==> config.mk <==
export PLATFORM = sky130hd
export DESIGN_NAME = uart_rx_ctrl
export DESIGN_NICKNAME = d
export VERILOG_FILES = /design/src/rtl/uart_rx_ctrl.sv
export SDC_FILE = /design/constraint.sdc
export NUM_CORES = 1
export LEC_CHECK = 0
export CAP_MARGIN = 20
export CORE_ASPECT_RATIO = 1.5
export CORE_UTILIZATION = 25
export DETAILED_ROUTE_END_ITERATION = 8
export DONT_BUFFER_PORTS = 1
export PLACE_DENSITY = 0.42
export RECOVER_POWER = 50
export SYNTH_ARGS = -nofsm -noshare
export SYNTH_HDL_FRONTEND = slang
export SYNTH_SLANG_ARGS = --single-unit
==> constraint.sdc <==
create_clock -name clk_i -period 3.9 [get_ports clk_i]
set_input_delay 0.78 -clock clk_i [delete_from_list [all_inputs] [get_ports clk_i]]
set_output_delay 0.78 -clock clk_i [all_outputs]
set_load 0.05 [all_outputs]
==> src/rtl/uart_rx_ctrl.sv <==
// Sequences the UART Rx block (enable/stop at frame boundaries, idle-only config) and buffers received characters with their error flags.
// Latency: rx_done_i at cycle N is visible on rd_* / fifo_level_o at N+1; irq_o is registered from next-state values.
// Backpressure: valid/ready on the read side; pushes into a full buffer are dropped (FIFO) or overwrite (holding) and set overrun.
module uart_rx_ctrl #(
    parameter int MAX_UART_DATA_W = 8,
    parameter int TOTAL_CONF_W    = 5,
    parameter int FIFO_ADDR_W     = 4
) (
    input  logic                       clk_i,
    input  logic                       rst_ni,
    input  logic                       ctrl_rx_en_i,
    input  logic                       ctrl_fifo_en_i,
    input  logic [TOTAL_CONF_W-1:0]    ctrl_conf_i,
    input  logic [FIFO_ADDR_W-1:0]     ctrl_thresh_i,
    input  logic                       ctrl_flush_i,
    input  logic                       ctrl_err_clr_i,
    input  logic                       rx_done_i,
    input  logic                       rx_busy_i,
    input  logic                       rx_parity_err_i,
    input  logic                       rx_stop_err_i,
    input  logic [MAX_UART_DATA_W-1:0] rx_data_i,
    output logic                       rx_en_o,
    output logic [TOTAL_CONF_W-1:0]    rx_conf_o,
    output logic                       rx_fifo_en_o,
    output logic                       rx_fifo_full_o,
    output logic                       rd_valid_o,
    input  logic                       rd_ready_i,
    output logic [MAX_UART_DATA_W-1:0] rd_data_o,
    output logic                       rd_parity_err_o,
    output logic                       rd_stop_err_o,
    output logic [FIFO_ADDR_W:0]       fifo_level_o,
    output logic                       fifo_empty_o,
    output logic                       fifo_full_o,
    output logic                       overrun_err_o,
    output logic                       irq_o
);

    localparam int DEPTH   = 2 ** FIFO_ADDR_W;
    localparam int ENTRY_W = MAX_UART_DATA_W + 2;
    localparam int LVL_W   = FIFO_ADDR_W + 1;

    typedef enum logic [1:0] {
        ST_OFF      = 2'd0,
        ST_ACTIVE   = 2'd1,
        ST_STOPPING = 2'd2
    } state_t;

    state_t state_q, state_d;
    logic   conf_load;
    logic [TOTAL_CONF_W-1:0] conf_q;

    logic [ENTRY_W-1:0]     mem_q [DEPTH];
    logic [FIFO_ADDR_W-1:0] wr_ptr_q, wr_ptr_d;
    logic [FIFO_ADDR_W-1:0] rd_ptr_q, rd_ptr_d;
    logic [LVL_W-1:0]       level_q, level_d;
    logic                   fifo_en_q;
    logic                   overrun_q, overrun_d;
    logic                   irq_q, irq_d;

    logic                   flush, push, pop, full, valid;
    logic                   mem_we, overrun_set;
    logic [FIFO_ADDR_W-1:0] mem_waddr;
    logic [LVL_W-1:0]       eff_depth;
    logic [FIFO_ADDR_W-1:0] thresh_eff;
    logic [ENTRY_W-1:0]     head;

    // FSM state register
    always_ff @(posedge clk_i or negedge rst_ni) begin
        if (!rst_ni) state_q <= ST_OFF;
        else         state_q <= state_d;
    end

    // FSM next state: leave ACTIVE through STOPPING when a frame is in flight
    always_comb begin
        state_d = state_q;
        case (state_q)
            ST_OFF:      if (ctrl_rx_en_i) state_d = ST_ACTIVE;
            ST_ACTIVE:   if (!ctrl_rx_en_i) state_d = rx_busy_i ? ST_STOPPING : ST_OFF;
            ST_STOPPING: if (!rx_busy_i) state_d = ST_OFF;
            default:     state_d = ST_OFF;
        endcase
    end

    // FSM outputs: enable only in ACTIVE, config loads only while the line is idle
    always_comb begin
        rx_en_o   = 1'b0;
        conf_load = 1'b0;
        case (state_q)
            ST_OFF:    conf_load = ctrl_rx_en_i;
            ST_ACTIVE: begin
                rx_en_o   = 1'b1;
                conf_load = !rx_busy_i;
            end
            default: ;
        endcase
    end

    // Configuration register presented to the receive block
    always_ff @(posedge clk_i or negedge rst_ni) begin
        if (!rst_ni)        conf_q <= '0;
        else if (conf_load) conf_q <= ctrl_conf_i;
    end

    assign rx_conf_o    = conf_q;
    assign rx_fifo_en_o = 1'b0;

    assign eff_depth  = ctrl_fifo_en_i ? LVL_W'(DEPTH) : LVL_W'(1);
    assign full       = (level_q == eff_depth);
    assign valid      = (level_q != '0);
    assign flush      = ctrl_flush_i || (ctrl_fifo_en_i != fifo_en_q);
    assign push       = rx_done_i;
    assign pop        = valid && rd_ready_i;
    assign thresh_eff = (ctrl_thresh_i == '0) ? FIFO_ADDR_W'(1) : ctrl_thresh_i;

    // Buffer control: flush wins, push+pop keeps level, full push drops or overwrites
    always_comb begin
        wr_ptr_d    = wr_ptr_q;
        rd_ptr_d    = rd_ptr_q;
        level_d     = level_q;
        mem_we      = 1'b0;
        mem_waddr   = wr_ptr_q;
        overrun_set = 1'b0;
        if (flush) begin
            wr_ptr_d = '0;
            rd_ptr_d = '0;
            level_d  = '0;
        end else if (push && pop) begin
            mem_we   = 1'b1;
            wr_ptr_d = wr_ptr_q + FIFO_ADDR_W'(1);
            rd_ptr_d = rd_ptr_q + FIFO_ADDR_W'(1);
        end else if (push) begin
            if (!full) begin
                mem_we   = 1'b1;
                wr_ptr_d = wr_ptr_q + FIFO_ADDR_W'(1);
                level_d  = level_q + LVL_W'(1);
            end else begin
                overrun_set = 1'b1;
                if (!ctrl_fifo_en_i) begin
                    // holding register: newest character replaces the unread one
                    mem_we    = 1'b1;
                    mem_waddr = rd_ptr_q;
                end
            end
        end else if (pop) begin
            rd_ptr_d = rd_ptr_q + FIFO_ADDR_W'(1);
            level_d  = level_q - LVL_W'(1);
        end
    end

    // Sticky overrun: a new overrun in the same cycle beats the clear
    always_comb begin
        overrun_d = overrun_q;
        if (overrun_set)         overrun_d = 1'b1;
        else if (ctrl_err_clr_i) overrun_d = 1'b0;
    end

    // Interrupt computed from next-state values so it lines up with the level update
    always_comb begin
        irq_d = overrun_d;
        if (ctrl_fifo_en_i) irq_d = irq_d || (level_d >= {1'b0, thresh_eff});
        else                irq_d = irq_d || (level_d != '0);
    end

    // Pointer, level, flag and interrupt registers
    always_ff @(posedge clk_i or negedge rst_ni) begin
        if (!rst_ni) begin
            wr_ptr_q  <= '0;
            rd_ptr_q  <= '0;
            level_q   <= '0;
            fifo_en_q <= 1'b0;
            overrun_q <= 1'b0;
            irq_q     <= 1'b0;
        end else begin
            wr_ptr_q  <= wr_ptr_d;
            rd_ptr_q  <= rd_ptr_d;
            level_q   <= level_d;
            fifo_en_q <= ctrl_fifo_en_i;
            overrun_q <= overrun_d;
            irq_q     <= irq_d;
        end
    end

    // Entry storage, cleared on reset so the head reads zero when empty
    always_ff @(posedge clk_i or negedge rst_ni) begin
        if (!rst_ni) begin
            for (int i = 0; i < DEPTH; i++) mem_q[i] <= '0;
        end else if (mem_we) begin
            mem_q[mem_waddr] <= {rx_stop_err_i, rx_parity_err_i, rx_data_i};
        end
    end

    assign head            = mem_q[rd_ptr_q];
    assign rd_valid_o      = valid;
    assign rd_data_o       = head[MAX_UART_DATA_W-1:0];
    assign rd_parity_err_o = head[MAX_UART_DATA_W];
    assign rd_stop_err_o   = head[MAX_UART_DATA_W+1];
    assign fifo_level_o    = level_q;
    assign fifo_empty_o    = !valid;
    assign fifo_full_o     = full;
    assign rx_fifo_full_o  = full;
    assign overrun_err_o   = overrun_q;
    assign irq_o           = irq_q;

endmodule

== Word-level counts from Yosys, hierarchy flattened ==
Cells that the tools add are included.

* Multipliers: 0
* Eq/ne operators: 9
* Shift-type cells: 0
* Mux-type cells: 45
* Div/mod/pow operators: 0
* Reductions and logical operators: 17
* Bitwise logic cells: 2
* Order comparisons: 4
* Add/sub/neg operators: 4

{| class="wikitable"
|+ Operators by type and width
! kind !! number
|-
| 160-bit bitwise mux || 1
|-
| 4-bit 2-to-1 mux || 14
|-
| 10-bit binary-select mux with 4-bit select || 1
|-
| 10-bit demux with 4-bit select || 1
|-
| 10-bit 2-to-1 mux || 3
|-
| 5-bit 2-to-1 mux || 6
|-
| 1-bit 2-to-1 mux || 13
|-
| 5-bit greater-or-equal comparator (second input constant) || 2
|-
| 4-bit NOT with 5-bit output || 2
|-
| 5-bit nonzero test || 2
|-
| 4-bit by 1-bit adder with 4-bit output (second input constant) || 2
|-
| 2-bit 2-to-1 mux || 4
|-
| 2-bit inequality test (second input constant) || 3
|-
| 3-bit by 1-bit inequality test with 1-bit output (second input constant) || 2
|-
| 2-bit one-hot mux with 3 select lines || 1
|-
| 3-bit nonzero test || 2
|-
| 5-bit by 1-bit adder with 5-bit output (second input constant) || 1
|-
| 5-bit equality test || 1
|-
| 5-bit by 4-bit greater-or-equal comparator with 1-bit output || 1
|-
| 5-bit by 1-bit < comparator with 1-bit output (second input constant) || 1
|-
| 5-bit by 1-bit subtractor with 5-bit output (second input constant) || 1
|-
| 4-bit logical NOT || 1
|-
| 2-bit AND reduction || 2
|-
| 1-bit logical AND || 3
|-
| other kinds (8) || 11
|}

* Memories kept: 0
* Memory bits (writable): 0
* Output and inout port bits: 28
* Input bits: 28
* Bits in read-only memories: 0
* Flip-flop bits (word level): 183
* Bits in latches: 0

== Logic depth before layout (Yosys ltp) ==
* Depth after elaboration: 12
* Gate-level depth with buffers: 13
* Depth with buffers taken out: 13

== Least setup slack after synthesis ==
No wires, ideal clock.

* Kind: flip-flop to flip-flop
* Start point: reg level_q[0], in the netlist fifo_level_o[0]
* End point: reg mem_q[100] (netlist name)
* Path buffers: 1
* Setup slack: 0.242 ns
* Arrival: 3.534 ns
* Stages on the path, launching flop included: 10
* Setup time: 0.125 ns
* Path through: dfrtp_1 > inv_1 > ha_1 > or4b_4 > clkinv_2 > o221ai_2 > clkbuf_1 > o21ai_0 > a221oi_2 > mux2_2

* Longest elaborated chain between the ends: 11
* Elaborated cells between the ends (all ways): 19
* Those cells by class: 2 x order compare; 1 x eq/ne; 11 x mux; 1 x bitwise; 4 x reduce/logical

{| class="wikitable"
|+ RTL lines
! what !! line !! text
|-
| from (decl) || 55 || <nowiki>logic [LVL_W-1:0] level_q, level_d;</nowiki>
|-
| from (signal assigned) || 176 || <nowiki>level_q <= level_d;</nowiki>
|-
| 5-bit nonzero test (*) || 109 || <nowiki>assign valid = (level_q != '0);</nowiki>
|-
| net rd_valid_o || 26 || <nowiki>output logic rd_valid_o,</nowiki>
|-
| 1-bit logical AND (*) || 112 || <nowiki>assign pop = valid && rd_ready_i;</nowiki>
|-
| 1-bit logical AND (*) || 127 || <nowiki>end else if (push && pop) begin</nowiki>
|-
| 4-bit 2-to-1 mux || 127 ||
|-
| 4-bit 2-to-1 mux || 123 || <nowiki>if (flush) begin</nowiki>
|-
| 4-bit NOT with 5-bit output (not written as such) || 188 || <nowiki>mem_q[mem_waddr] <= {rx_stop_err_i, rx_parity_err_i, rx_data_i};</nowiki>
|-
| 5-bit greater-or-equal comparator (not written as such) / 5-bit by 1-bit < comparator with 1-bit output (equally long branches) || 188 ||
|-
| 1-bit logical AND (not written as such) || 188 ||
|-
| 10-bit 2-to-1 mux (not written as such) || 188 ||
|-
| 10-bit demux with 4-bit select || 188 ||
|-
| 160-bit bitwise mux || 188 ||
|-
| to (signal, indexed assignment) || 188 ||
|-
| to (decl) || 52 || <nowiki>logic [ENTRY_W-1:0] mem_q [DEPTH];</nowiki>
|}

The timed path passes the listed nets; every way through them passes the cells marked *.
A chain may end at the register's enable or synchronous reset.

== Worst setup path in the final report ==
* Start point: reg rd_ptr_q[0]
* End point: out rd_data_o[3]

* Longest elaborated chain between the ends: 4

{| class="wikitable"
|+ RTL lines
! what !! line !! text
|-
| from (decl) || 54 || <nowiki>logic [FIFO_ADDR_W-1:0] rd_ptr_q, rd_ptr_d;</nowiki>
|-
| from (signal assigned) || 175 || <nowiki>rd_ptr_q <= rd_ptr_d;</nowiki>
|-
| 4-bit NOT with 5-bit output (not written as such) || 192 || <nowiki>assign head = mem_q[rd_ptr_q];</nowiki>
|-
| 10-bit binary-select mux with 4-bit select || 192 ||
|-
| 10-bit 2-to-1 mux (not written as such) (2 in series) || 192 ||
|-
| to (decl) || 28 || <nowiki>output logic [MAX_UART_DATA_W-1:0] rd_data_o,</nowiki>
|}

No other way between the ends. The select of a mux whose other input is x is not followed.

==> flow_summary.ini <==
[logic_synthesis]
synth_commonest_cells = dfrtp_1 (183), mux2_2 (164), mux4_2 (50)
yosysMostFrequentCell = dfrtp_1
synth_seq_cells = 183
synth_area_leaders = dfrtp_1 (50%), mux2_2 (20%), mux4_2 (12%)
postSynthAreaPerCell_um2 = 14.60
syn_nets = 659
yosysTopAreaCell = dfrtp_1
ys_types = 58
synth_edf_count = 0
netlist_instances = 622
seq_area_frac_synth_pct = 50.44
async_flop_share_pct = 100.0
synth_area_um2 = 9079
yosys_most_used_dff = dfrtp_1
yosys.area.top_type_share_pct = 50.44
yosys_warnings = 0

[critical_path]
rrSetupSlack_ns = 0.36
r2r_end = irq_o
cp_max_fo = 23
end_kind = output port
arrival_ns = 2.92
worstPathRequired_ns = 3.12
crit_path_start_kind = register
reg2reg_from = fifo_level_o[1]
endpoint = rd_data_o[3]
rr_worst_depth = 11
path_class = reg2out
cp-startpoint = rd_ptr_q[0]

[cts]
cts_tree = yes
cts_made_buffers = 17
cts_hold_buf = 0
clk_pin_slew_worst_paths_ns = 0.07
post-cts-setup-buffer-count = 0
cts_htree_levels = 4
clock_path_buffers = 2
insertion_delay_ns = 0.45
cts.sinks = 183
cts.repair.resized = 0
cts_root_buf = clkbuf_16

[floorplanning]
rows = 85
dieArea_um2 = 37100
die_h_um = 235.4
initial_core_util_pct = 25.33
chipWidth_um = 157.6
core_area_um2 = 35840
io_pins = 56

[place]
place_area_um2 = 9826
routabilityCongestion = 0.8314
io_buffers = 0
hpwl_mm = 15.78

[grt]
grt_max_degree = 184
grt_pass1_wl_mm = 36.84
grt.total_usage_pct = 13.61
antenna_found_initial = 0
overflow = 0
first_global_vias = 5999

[cells_and_area]
diodes = 0
syn2layout_area_growth_pct = 14.57
fin_area_um2 = 10400
layout.nets = 677
nFillCells = 3582
post-route-util_pct = 29.02
drive_gt1_share_pct = 47.47

[routing]
drc = 0
wl_per_cell_um = 20.89
ant_nets = 0
num_vias = 5463
wirelength_mm = 23.62
drt_iter0_drc = 232
first_pass_iters = 4
vias_per_cell = 4.830

[sta]
final_max_slew_viol_count = 0
max_slew.worst_pin.slew_ns = 1.063
setup_viol = 0
final.setup.tns_ns = 0
clock_skew_ns = 0.01624
fin_crit_sh_pct = 94.77
max_freq_ghz = 0.2706
min_period_ns = 3.696
final_hold_viol_count = 0
slew_headroom_pct = 29.14
rsz0062_at_grt = no

[flow_run]
max_cap_viol_count = 0

[power_and_ir_drop]
vdd_drop_max_v = 0.0002540
leakagePower_nw = 4.585
power_density_nw_per_um2 = 412.9

[hold_path]
hold_path.class = in2async

[run_status]
status = complete, no violations
## power breakdown
group | switching [mW] | internal (mW) | total [mW] | leakage [nW]
combinational | 0.307 | 0.196 | 0.503 | 1.80
clock | 0.800 | 0.914 | 1.71 | 0.280
sequential | 0.0941 | 1.98 | 2.08 | 2.50
total | 1.20 | 3.09 | 4.29 | 4.58
## metrics by stage
step / hold slack (ns) / worst slack, ns / power, mW / instances
floorplan: 0.4472 / 0.2416 / 2.529 / 622
global placement: 0.4636 / 0.5605 / 2.616 / 1099
detailed placement: 0.4738 / 0.5248 / 2.626 / 1099
CTS: 0.008483 / 0.09441 / 4.376 / 1131
global route: 0.01746 / 0.03879 / 4.479 / 1131
finish: 0.04245 / 0.2041 / 4.294 / 1131
## placed cells by master, fill, tap and decap left out, types with 2 or more instances in the layout
cell type / instances
clkinv_4: 4
clkinv_2: 2
inv_6: 5
nor2b_1: 10
mux2i_1: 3
mux2i_2: 4
xor2_1: 6
o311a_1: 2
dfrtp_1: 181
nand2_1: 12
o221ai_1: 2
inv_1: 11
buf_4: 37
o21ai_1: 2
mux2_2: 164
nor2_1: 18
clkbuf_16: 17
o221ai_2: 5
a2111oi_0: 2
a21boi_0: 4
a221oi_2: 2
a41oi_1: 2
a21o_1: 2
or4_1: 2
ha_1: 9
nand2b_1: 5
nand3_1: 10
a21oi_1: 7
clkinvlp_4: 2
nand4_1: 11
nor3_1: 4
and3_1: 5
nand3b_1: 2
mux4_2: 50
o21ai_0: 9
a221oi_4: 5
dfrtp_2: 2
nand4b_1: 2
or2_2: 2
and2_1: 3
## metal layers
| layer | global-route usage [%] | routed length, µm |
|---|---|---|
| met5 | 0 | 0 |
| met1 | 15.41 | 9307 |
| met3 | 2.909 | 893 |
| met4 | 6.061 | 803 |
| met2 | 24.15 | 12620 |
## logic make-up after synthesis
| group | count (synthesis) | share of synthesized area [%] |
|---|---|---|
| compound gates | 54 | 5.830 |
| xor+xnor | 7 | 0.6753 |
| fa+ha+maj | 9 | 1.240 |
| buf+inv | 54 | 2.412 |
| flops | 183 | 50.44 |
| mux | 222 | 33.81 |
| other cells | 1 | 0.04131 |
| simple gates | 92 | 5.554 |
## registers in the layout (all words and copies together), names as in the netlist
signal,count
irq_o,1
wr_ptr_q,4
overrun_err_o,1
rx_conf_o,5
fifo_en_q,1
fifo_level_o,5
rd_ptr_q,4
mem_q,160
state_q,2
## critical path: stages, from the launching register on
cell and delay, ns:
dfrtp_2 0.93, buf_4 0.35, mux4_2 0.53, mux4_2 0.66
## cell type report
class	instances	area, µm²	area share [%]
sequential	183	4582	44.05
multi-input combinational	385	4287	41.21
tap	478	598.1	5.750
clock buffer	18	439.2	4.222
timing repair buffer	39	301.5	2.899
clock inverter	14	140.1	1.347
inverter	14	53.80	0.5173
## how the worst min path moves through the flow
stage | from | cells after the start | slack, ns | to
2_1_floorplan | state_q[1] | 1 | 0.45 | state_q[0]
3_3_place_gp | state_q[1] | 1 | 0.46 | state_q[0]
5_1_grt | rst_ni | 0 | 0.02 | mem_q[145]
6_report | rst_ni | 0 | 0.04 | mem_q[121]
3_5_place_dp | mem_q[127] | 1 | 0.47 | mem_q[127]
4_1_cts | rst_ni | 0 | 0.008 | rd_ptr_q[1]
(Power assumes the default switching activity.)
